$ cat config.mk
export PLATFORM = sky130hd
export DESIGN_NAME = student_ss_analog_seq
export DESIGN_NICKNAME = d
export VERILOG_FILES = /design/src/rtl/student_ss_analog_pkg.sv /design/src/rtl/student_ss_analog_seq_sync.sv /design/src/rtl/student_ss_analog_seq.sv
export SDC_FILE = /design/constraint.sdc
export NUM_CORES = 1
export LEC_CHECK = 0
export CAP_MARGIN = 25
export CORE_MARGIN = 1.5
export CORE_UTILIZATION = 49
export CTS_CLUSTER_SIZE = 40
export DETAILED_ROUTE_END_ITERATION = 7
export PLACE_DENSITY = 0.8
export SLEW_MARGIN = 25
export SYNTH_ARGS = -nofsm -noshare
export SYNTH_HDL_FRONTEND = slang
export SYNTH_SLANG_ARGS = --single-unit
$ cat constraint.sdc
create_clock -name clk_in -period 2.7 [get_ports clk_in]
set_input_delay 0.54 -clock clk_in [delete_from_list [all_inputs] [get_ports clk_in]]
set_output_delay 0.54 -clock clk_in [all_outputs]
set_load 0.05 [all_outputs]
$ cat src/rtl/student_ss_analog_pkg.sv
// Shared types and field/status offsets for the student analog sequencer.
//   op_e     : PMOD command opcodes
//   state_e  : sequencer FSM states
//   *_LSB    : command field offsets within the synchronised gpi word
//   ST_*_OFS : status bit positions, counted down from GPIO_W (gpo[GPIO_W-ofs])
package student_ss_analog_pkg;

  typedef enum logic [1:0] {
    OP_NOP     = 2'b00,
    OP_WRITE   = 2'b01,
    OP_ENABLE  = 2'b10,
    OP_DISABLE = 2'b11
  } op_e;

  typedef enum logic [1:0] {
    ST_IDLE   = 2'd0,
    ST_SETTLE = 2'd1,
    ST_CHECK  = 2'd2
  } state_e;

  localparam int STROBE_BIT = 0;
  localparam int OP_LSB     = 1;
  localparam int OP_W       = 2;
  localparam int CH_LSB     = 3;

  localparam int N_STATUS    = 4;
  localparam int ST_EN_OFS   = 1;
  localparam int ST_RDY_OFS  = 2;
  localparam int ST_ERR_OFS  = 3;
  localparam int ST_BUSY_OFS = 4;

  // trim field sits directly above the channel field
  function automatic int trim_lsb(input int ch_w);
    return CH_LSB + ch_w;
  endfunction

endpackage

$ cat src/rtl/student_ss_analog_seq_sync.sv
// analog_sync: W-bit two-flop synchroniser for asynchronous inputs.
//   clk_in    : destination clock
//   reset_int : async active-low reset, clears both stages
//   d         : asynchronous input
//   q         : synchronised output, 2 clk latency
module analog_sync #(
  parameter int W = 1
) (
  input  logic         clk_in,
  input  logic         reset_int,
  input  logic [W-1:0] d,
  output logic [W-1:0] q
);

  logic [W-1:0] meta;

  always_ff @(posedge clk_in or negedge reset_int) begin
    if (!reset_int) begin
      meta <= '0;
      q    <= '0;
    end else begin
      meta <= d;
      q    <= meta;
    end
  end

endmodule

$ cat src/rtl/student_ss_analog_seq.sv
// student_ss_analog_seq: PMOD command decoder and power-up sequencer for
// N_CH analog black-box channels.
//   clk_in       : system clock
//   reset_int    : async active-low reset (released synchronously inside)
//   pmod_gpi     : command pins {trim, ch, op, strobe}, asynchronous
//   pmod_gpo     : status on top 4 pins {en, ready, err, busy} of last channel
//   pmod_gpio_oe : constant output-enable, ones on the top 4 pins
//   ana_en_o     : per-channel enable
//   ana_trim_o   : per-channel trim, channel c at [c*CTRL_W +: CTRL_W]
//   ana_ready_i  : per-channel ready, asynchronous
// WRITE/ENABLE start a settle window of SETTLE_CYCLES clocks followed by a
// one-cycle CHECK; an ENABLE whose channel is not ready by then is backed out
// and flags err. Strobes arriving while busy are dropped and flag err.
module student_ss_analog_seq
  import student_ss_analog_pkg::*;
#(
  parameter int N_CH          = 4,
  parameter int CTRL_W        = 6,
  parameter int SETTLE_CYCLES = 64,
  parameter int GPIO_W        = 16
) (
  input  logic                   clk_in,
  input  logic                   reset_int,
  input  logic [GPIO_W-1:0]      pmod_gpi,
  output logic [GPIO_W-1:0]      pmod_gpo,
  output logic [GPIO_W-1:0]      pmod_gpio_oe,
  output logic [N_CH-1:0]        ana_en_o,
  output logic [N_CH*CTRL_W-1:0] ana_trim_o,
  input  logic [N_CH-1:0]        ana_ready_i
);

  localparam int CH_W     = $clog2(N_CH);
  localparam int TRIM_LSB = trim_lsb(CH_W);
  localparam int FLD_W    = TRIM_LSB + CTRL_W;
  localparam int CNT_W    = $clog2(SETTLE_CYCLES + 1);

  generate
    if (FLD_W > GPIO_W - N_STATUS) begin : g_bad_fields
      $error("command fields do not fit below the status pins");
    end
    if (N_CH < 2 || (1 << CH_W) != N_CH) begin : g_bad_nch
      $error("N_CH must be a power of two >= 2");
    end
    if (SETTLE_CYCLES < 1) begin : g_bad_settle
      $error("SETTLE_CYCLES must be >= 1");
    end
  endgenerate

  // reset: assert immediately, release two clocks later on a clean edge
  logic [1:0] rst_ff;
  logic       rst_n;

  always_ff @(posedge clk_in or negedge reset_int) begin
    if (!reset_int) rst_ff <= '0;
    else            rst_ff <= {rst_ff[0], 1'b1};
  end
  assign rst_n = rst_ff[1];

  // input synchronisers
  logic [GPIO_W-1:0] gpi_s;
  logic [N_CH-1:0]   rdy_s;

  analog_sync #(.W(GPIO_W)) u_gpi_sync (
    .clk_in    (clk_in),
    .reset_int (rst_n),
    .d         (pmod_gpi),
    .q         (gpi_s)
  );

  analog_sync #(.W(N_CH)) u_rdy_sync (
    .clk_in    (clk_in),
    .reset_int (rst_n),
    .d         (ana_ready_i),
    .q         (rdy_s)
  );

  // command fields, sampled in the strobe-edge cycle
  op_e               f_op;
  logic [CH_W-1:0]   f_ch;
  logic [CTRL_W-1:0] f_trim;
  logic              stb_q, stb_rise;

  assign f_op     = op_e'(gpi_s[OP_LSB +: OP_W]);
  assign f_ch     = gpi_s[CH_LSB +: CH_W];
  assign f_trim   = gpi_s[TRIM_LSB +: CTRL_W];
  assign stb_rise = gpi_s[STROBE_BIT] & ~stb_q;

  // pins between the trim field and the status pins carry nothing
  logic unused_gpi_hi;
  assign unused_gpi_hi = ^gpi_s[GPIO_W-1:FLD_W];

  // sequencer state
  state_e                       state_q, state_d;
  logic [CNT_W-1:0]             cnt_q, cnt_d;
  op_e                          op_q, op_d;
  logic [CH_W-1:0]              ch_q, ch_d;
  logic                         err_q, err_d, err_set, err_clr;
  logic [N_CH-1:0]              en_q, en_d;
  logic [N_CH-1:0][CTRL_W-1:0]  trim_q, trim_d;
  logic [N_STATUS-1:0]          status_q, status_d;
  logic                         busy;

  assign busy = (state_q != ST_IDLE);

  always_comb begin
    state_d = state_q;
    cnt_d   = cnt_q;
    op_d    = op_q;
    ch_d    = ch_q;
    en_d    = en_q;
    trim_d  = trim_q;
    err_set = 1'b0;
    err_clr = 1'b0;
    case (state_q)
      ST_IDLE: begin
        if (stb_rise) begin
          op_d = f_op;
          ch_d = f_ch;
          case (f_op)
            OP_NOP:     err_clr = 1'b1;
            OP_WRITE: begin
              trim_d[f_ch] = f_trim;
              cnt_d        = CNT_W'(SETTLE_CYCLES - 1);
              state_d      = ST_SETTLE;
            end
            OP_ENABLE: begin
              en_d[f_ch] = 1'b1;
              cnt_d      = CNT_W'(SETTLE_CYCLES - 1);
              state_d    = ST_SETTLE;
            end
            OP_DISABLE: en_d[f_ch] = 1'b0;
            default: ;
          endcase
        end
      end
      ST_SETTLE: begin
        if (stb_rise) err_set = 1'b1;
        if (cnt_q == '0) state_d = ST_CHECK;
        else             cnt_d   = cnt_q - CNT_W'(1);
      end
      ST_CHECK: begin
        if (stb_rise) err_set = 1'b1;
        if (op_q == OP_ENABLE && !rdy_s[ch_q]) begin
          err_set    = 1'b1;
          en_d[ch_q] = 1'b0;
        end
        state_d = ST_IDLE;
      end
      default: state_d = ST_IDLE;
    endcase
    // a set in the same cycle as a clear wins
    err_d = (err_q & ~err_clr) | err_set;
  end

  // status word, ordered from the top pin downwards
  assign status_d = {en_q[ch_q], rdy_s[ch_q], err_q, busy};

  always_ff @(posedge clk_in or negedge rst_n) begin
    if (!rst_n) begin
      state_q  <= ST_IDLE;
      cnt_q    <= '0;
      op_q     <= OP_NOP;
      ch_q     <= '0;
      err_q    <= 1'b0;
      en_q     <= '0;
      trim_q   <= '0;
      status_q <= '0;
      stb_q    <= 1'b0;
    end else begin
      state_q  <= state_d;
      cnt_q    <= cnt_d;
      op_q     <= op_d;
      ch_q     <= ch_d;
      err_q    <= err_d;
      en_q     <= en_d;
      trim_q   <= trim_d;
      status_q <= status_d;
      stb_q    <= gpi_s[STROBE_BIT];
    end
  end

  always_comb begin
    pmod_gpo                       = '0;
    pmod_gpo[GPIO_W-ST_EN_OFS]     = status_q[3];
    pmod_gpo[GPIO_W-ST_RDY_OFS]    = status_q[2];
    pmod_gpo[GPIO_W-ST_ERR_OFS]    = status_q[1];
    pmod_gpo[GPIO_W-ST_BUSY_OFS]   = status_q[0];
  end

  assign pmod_gpio_oe = {{N_STATUS{1'b1}}, {(GPIO_W-N_STATUS){1'b0}}};
  assign ana_en_o     = en_q;
  assign ana_trim_o   = trim_q;

endmodule

Word-level counts from Yosys, hierarchy flattened
Cells that the tools add are included.

Reduce and logical (&&, ||, !) cells: 16. Shifts and indexed selects: 0. $add $sub $neg: 1. Magnitude comparators: 4. Equality and inequality tests: 12. Divide/modulo/power cells: 0. Mux-type cells: 29. Bitwise logic cells: 10. Multipliers: 0.

Operators with widths (number): $bwmux 24 (1); $mux 7 (3); $pmux 4 s2 (2); $pmux 7 s2 (1); $demux 6 s2 (1); $ne 2x2->1 const B (5); $mux 1 (9); $and 4x4->4 (2); $eq 2x2->1 const B (4); $mux 4 (2); $not 4->4 (2); $reduce_and 4->1 (2); $logic_not 7->1 (1); $sub 7x1->7 const B (1); $lt 2x3->1 const B (2); $mux 2 (3); $mux 6 (1); $reduce_and 3->1 (2); $reduce_bool 2->1 (3); $bmux 1 s2 (2); $demux 1 s2 (2); $eq 2x1->1 const B (2); $ge 2x1->1 const B (2); $logic_not 2->1 (2); 11 further kinds (15).

Memories: 0. Latch bits: 0. Register bits after elaboration: 79. Input port bits: 22. Bits in writable memories: 0. Memory bits (read-only): 0.

Longest topological paths before layout
Depth after elaboration: 9. Depth in mapped cells: 7.

Cells and area by module
Synthesis repeated with hierarchy kept, for this count alone.

Cells, all modules: 248. Area, all modules: 3454.6 um2.

By module, submodules not included: student_ss_analog_seq (seq. area each 1226.2 um2, instances 1, cells an instance 208, area each 2453.6 um2); analog_sync at u_gpi_sync (seq. area each 800.8 um2, instances 1, cells an instance 32, area each 800.8 um2); analog_sync at u_rdy_sync (seq. area each 200.2 um2, instances 1, cells an instance 8, area each 200.2 um2).

Worst setup path after synthesis
Ideal clock, no wire load.

Path kind: register to register. From: reg state_q[0]. To: reg trim_q, in the netlist ana_trim_o[10]. Path buffers: 1. Data arrival time: 1748 ps. Slack: 827 ps. Stages on the path, launching flop included: 8. Clock period less this slack: 1873 ps. Library setup time: 125 ps. Data required time: 2575 ps. Cells stage by stage: dfrtp_1 -> inv_1 -> ha_1 -> buf_2 -> and3b_1 -> nand2_1 -> nor2_1 -> mux2_2.

Cells in the longest elaborated chain, start to end: 2.

RTL lines: start, declared (line student_ss_analog_seq.sv:93) `state_e state_q, state_d;`; start signal, assigned (line student_ss_analog_seq.sv:170) `state_q <= state_d;`; $logic_not 2->1 (line student_ss_analog_seq.sv:114) `case (state_q)`; $reduce_and 3->1 (no source line); end signal, assigned (line student_ss_analog_seq.sv:176) `trim_q <= trim_d;`; end, declared (line student_ss_analog_seq.sv:99) `logic [N_CH-1:0][CTRL_W-1:0] trim_q, trim_d;`.

Every way passes these cells. A chain may end at the register's enable or synchronous reset.

==> summary.md <==
| Metric | Value |
|---|---|
| Outcome | `complete, no violations` |
| Setup Buffers After CTS | `0` |
| Min Tclk post-route | `2.12 ns` |
| Largest delay share family, worst path | `buffers and inverters` |
| Total power after layout | `0.00382 W` |
| XOR/XNOR Fraction of Synth Area | `0%` |
| Pwr Density | `975 nW/um2` |
| CTS-repair resized insts | `0` |
| Share of the synthesized area in compound gates (AO/OA/AOI/OAI) | `7.52%` |
| Multi-input combinational cell area | `1090 um2` |
| Via count of the routed design | `1952` |
| Clock insertion delay at the later pin of the skew report | `0.35 ns` |
| Buf/Inv on CP | `1` |
| Layout-stage area growth over the synthesis result | `20.8%` |
| Number of slew-limit violations in the final report | `0` |
| Number of top-level pins | `82` |
| Detailed-routing iteration count for the pre-antenna-repair pass | `4` |
| Share of synthesized cell area in full adder, half adder and majority cells | `3.47%` |
| Detailed router's first-iteration violation count | `134` |
| Number of antenna violations at the first check in global routing | `0` |
| Leading cell type in the layout, fill and taps excluded | `sky130_fd_sc_hd__dfrtp_1` |
| Path depth of the worst reg2reg path | `6` |
| Number of hold violations in the final report | `0` |
| Leftover overflow at the end of global routing | `0` |
| Total of buffers placed on input and output ports | `48` |
| Launch point of the worst reg-to-reg path | `state_q[1]$_DFFE_PN0P_` |
| Via count of the first global-routing pass | `1961` |
| Setup_tns | `0 ns` |
| Count of fill cells added during filler insertion | `511` |
| Die area | `7120 um2` |
| Number of distinct library cells after synthesis | `42` |
| CP required | `2.16 ns` |
| Worst Tran Pin Value | `0.586 ns` |
| Antenna diode instance count | `0` |
| Residual DRC count | `0` |
| Core Box Area | `6390 um2` |
| Die height | `84.4 um` |
| Cells after synthesis | `247` |
| CTS tree | `yes` |
| Data arrival, critical path | `1.58 ns` |
| Biggest fanout along the worst timing path | `4` |
| H-tree depth | `3` |
| Total net switching power | `0.00156 W` |
| Maximum ir drop on the vdd rail | `0.585 mV` |
| Wire length of the first global-routing pass | `9.40 mm` |
| Worst-case clock skew | `0.00929 ns` |
| Final Util | `61.4%` |
| Unrepaired setup endpoints after global routing | `no` |
| Class of the tightest hold or removal check | `reg -> async` |
| Worst-case register-to-register setup slack | `0.75 ns` |
| Fmax | `0.473 GHz` |
| Setup crit end kind | `output port` |
| Per-cell via count in the routed design | `5.06` |
| Cell types with the largest area share after synthesis | `sky130_fd_sc_hd__dfrtp_1 (61%), sky130_fd_sc_hd__mux2_2 (8.7%), sky130_fd_sc_hd__buf_4 (6.5%), sky130_fd_sc_hd__ha_1 (3.5%), sky130_fd_sc_hd__nand2_1 (1.5%)` |
| Sequential-to-total area share from yosys stat | `60.9%` |
| Endpoints failing setup | `0` |
| CTS Root Cell | `sky130_fd_sc_hd__clkbuf_8` |
| Number of buffers added to fix hold violations after cts | `0` |
| Number of buffers created by CTS | `9` |
| Yosys top cell by area | `sky130_fd_sc_hd__dfrtp_1` |
| Gpl congestion | `0.846` |
| Number of warnings issued by yosys | `0` |
| Worst Hold Margin | `0.272 ns` |
| Final net count | `335` |
| Proportion of power drawn by flip-flops and latches | `42.1%` |
| Number of rows created at floorplan | `29` |
| Final worst-path cycle share | `78.4%` |
| Part of the total power dissipated in the clock network | `20.7%` |
| Clock slew at the register clock pins of the worst setup and hold paths | `0.08 ns` |
| Worst reg2reg path endpoint | `cnt_q[6]$_DFFE_PN0P_` |
| WL/cell | `14.2 um` |
| Number of placed cells counting well taps | `370` |
| Aggregate global-route resource usage | `17.0%` |
| Switching part of the total | `40.8%` |
| Leading cell types in the layout, fill and taps excluded | `sky130_fd_sc_hd__dfrtp_1 (78), sky130_fd_sc_hd__clkdlybuf4s50_1 (48), sky130_fd_sc_hd__conb_1 (29)` |
| HPWL reported at the end of detailed placement | `3.90 mm` |
| Die Width | `84.4 um` |
| Maximum number of pins on one net before global-route repair | `53` |
| CP Launch Type | `register` |
| Max_slew headroom | `60.4%` |
| Standby leakage power | `1.77 nW` |
| Largest family of logic cells by synthesized area | `multiplexers` |
| TritonCTS Sinks | `79` |
| Peak per-stage delay on the critical path | `0.83 ns` |
| Ordered cell list for the critical path | `clkdlybuf4s50_1` |
| Fraction of final layout cells sized beyond drive strength 1 | `17.5%` |
| Simple-gate area share of the yosys netlist | `8.79%` |
| Antenna Nets Post-Route | `0` |
| Avg Synthesized Cell Area | `13.1 um2` |
| Number of register bits inferred by synthesis | `79` |
| Post-synthesis mux area share | `10.5%` |
| Flip-flop and latch area | `1980 um2` |
| Critical path class | `reg -> out` |
| Initial standard-cell utilization of the core | `50.8%` |
| Internal power contribution | `0.00226 W` |
| Number of non-filler instances in the completed layout | `386` |
| Overall routed net length | `5.48 mm` |
| CP max stage cell | `sky130_fd_sc_hd__clkdlybuf4s50_1` |
| Post-synthesis cell area | `3250 um2` |
| Max-capacitance violation count | `0` |
| Comb power frac | `37.2%` |
| Share of the synthesized area in the top cell type | `60.9%` |
| Bufs on Longest Clock Path | `2` |
==> power groups by stage <==
stage	Combinational [W]	Sequential, W	Clock [W]
2_1_floorplan	0.000512	0.00211	0
3_3_place_gp	0.00140	0.00162	0
3_5_place_dp	0.00142	0.00163	0
4_1_cts	0.00143	0.00161	0.000813
5_1_grt	0.00150	0.00164	0.000861
6_report	0.00142	0.00161	0.000791
==> kinds of logic after synthesis <==
group           Yosys count
buf+inv                  46
simple gates             51
flops                    79
fa+ha+maj                 9
mux                      28
compound gates           32
other cells               2
==> layer usage <==
| metal | GRT usage, % | share of wire (%) | wire (um) |
|---|---|---|---|
| met1 | 22.4 | 46 | 2530 |
| met2 | 26.7 | 48 | 2650 |
| met3 | 4.23 | 3.6 | 195 |
| met4 | 8.50 | 1.9 | 102 |
| met5 | 0 | 0 | 0 |
==> layout make-up <==
class,instances,share of cell area [%]
inverter,12,1.15
multi-input combinational,149,27.8
tap,77,2.46
sequential,79,50.5
timing repair buffer,53,13.5
clock buffer,9,3.16
clock inverter,7,1.40
==> cell usage after synthesis <==
cell type and instances:
sky130_fd_sc_hd__buf_2 1, sky130_fd_sc_hd__a21o_1 1, sky130_fd_sc_hd__a311oi_1 2, sky130_fd_sc_hd__a221o_1 4
sky130_fd_sc_hd__o2bb2ai_1 1, sky130_fd_sc_hd__nand2b_1 1, sky130_fd_sc_hd__ha_1 9, sky130_fd_sc_hd__o21ai_0 5
sky130_fd_sc_hd__and4_1 2, sky130_fd_sc_hd__o311a_1 1, sky130_fd_sc_hd__and2_1 1, sky130_fd_sc_hd__o22ai_1 3
sky130_fd_sc_hd__mux2_2 25, sky130_fd_sc_hd__buf_4 28, sky130_fd_sc_hd__o221a_2 1, sky130_fd_sc_hd__mux2i_1 1
sky130_fd_sc_hd__mux4_1 1, sky130_fd_sc_hd__nand4_1 2, sky130_fd_sc_hd__nor2b_1 3, sky130_fd_sc_hd__nor4_2 1
sky130_fd_sc_hd__nand2_1 13, sky130_fd_sc_hd__and3_1 1, sky130_fd_sc_hd__o2bb2ai_2 1, sky130_fd_sc_hd__and3b_1 2
sky130_fd_sc_hd__inv_1 12, sky130_fd_sc_hd__a2111oi_0 1, sky130_fd_sc_hd__nor4b_1 2, sky130_fd_sc_hd__mux4_2 1
sky130_fd_sc_hd__nor3_2 1, sky130_fd_sc_hd__a41oi_1 2, sky130_fd_sc_hd__nor3b_2 1, sky130_fd_sc_hd__a21oi_1 6
sky130_fd_sc_hd__nand3b_1 3, sky130_fd_sc_hd__nor2_1 11, sky130_fd_sc_hd__conb_1 2, sky130_fd_sc_hd__clkbuf_1 5
sky130_fd_sc_hd__nand3_1 5, sky130_fd_sc_hd__a31oi_1 2, sky130_fd_sc_hd__dfrtp_1 79, sky130_fd_sc_hd__o211a_1 1
sky130_fd_sc_hd__o311a_2 1, sky130_fd_sc_hd__nor3_1 2
==> state kept, by name, summed over array words and instances, names as in the netlist, 4 cells and up, named ones only <==
name / flops
u_gpi_sync.q: 11
u_gpi_sync.meta: 11
u_rdy_sync.meta: 4
ana_trim_o: 24
status_q: 4
cnt_q: 7
u_rdy_sync.q: 4
==> worst max path at each step <==
stage               depth (start not counted)                          to  slack [ns]                    from
global placement                            6  ana_trim_o[17]$_DFFE_PN0P_        0.76  state_q[1]$_DFFE_PN0P_
CTS                                         1                 ana_en_o[0]        0.57                register
finish                                      1                 ana_en_o[2]        0.58                register
global route                                1                 ana_en_o[1]        0.53                register
floorplan                                   0                   async pin        0.34     rst_ff[1]$_DFF_PN0_
detailed placement                          6  ana_trim_o[15]$_DFFE_PN0P_        0.74  state_q[1]$_DFFE_PN0P_
==> stage by stage <==
stage	cell area, um2	setup WS (ns)
after floorplan	3350	0.337
after global placement	3740	0.761
after detailed placement	3740	0.740
after CTS	3920	0.566
after global routing	3920	0.530
final	3920	0.584
(Power assumes the default switching activity.)
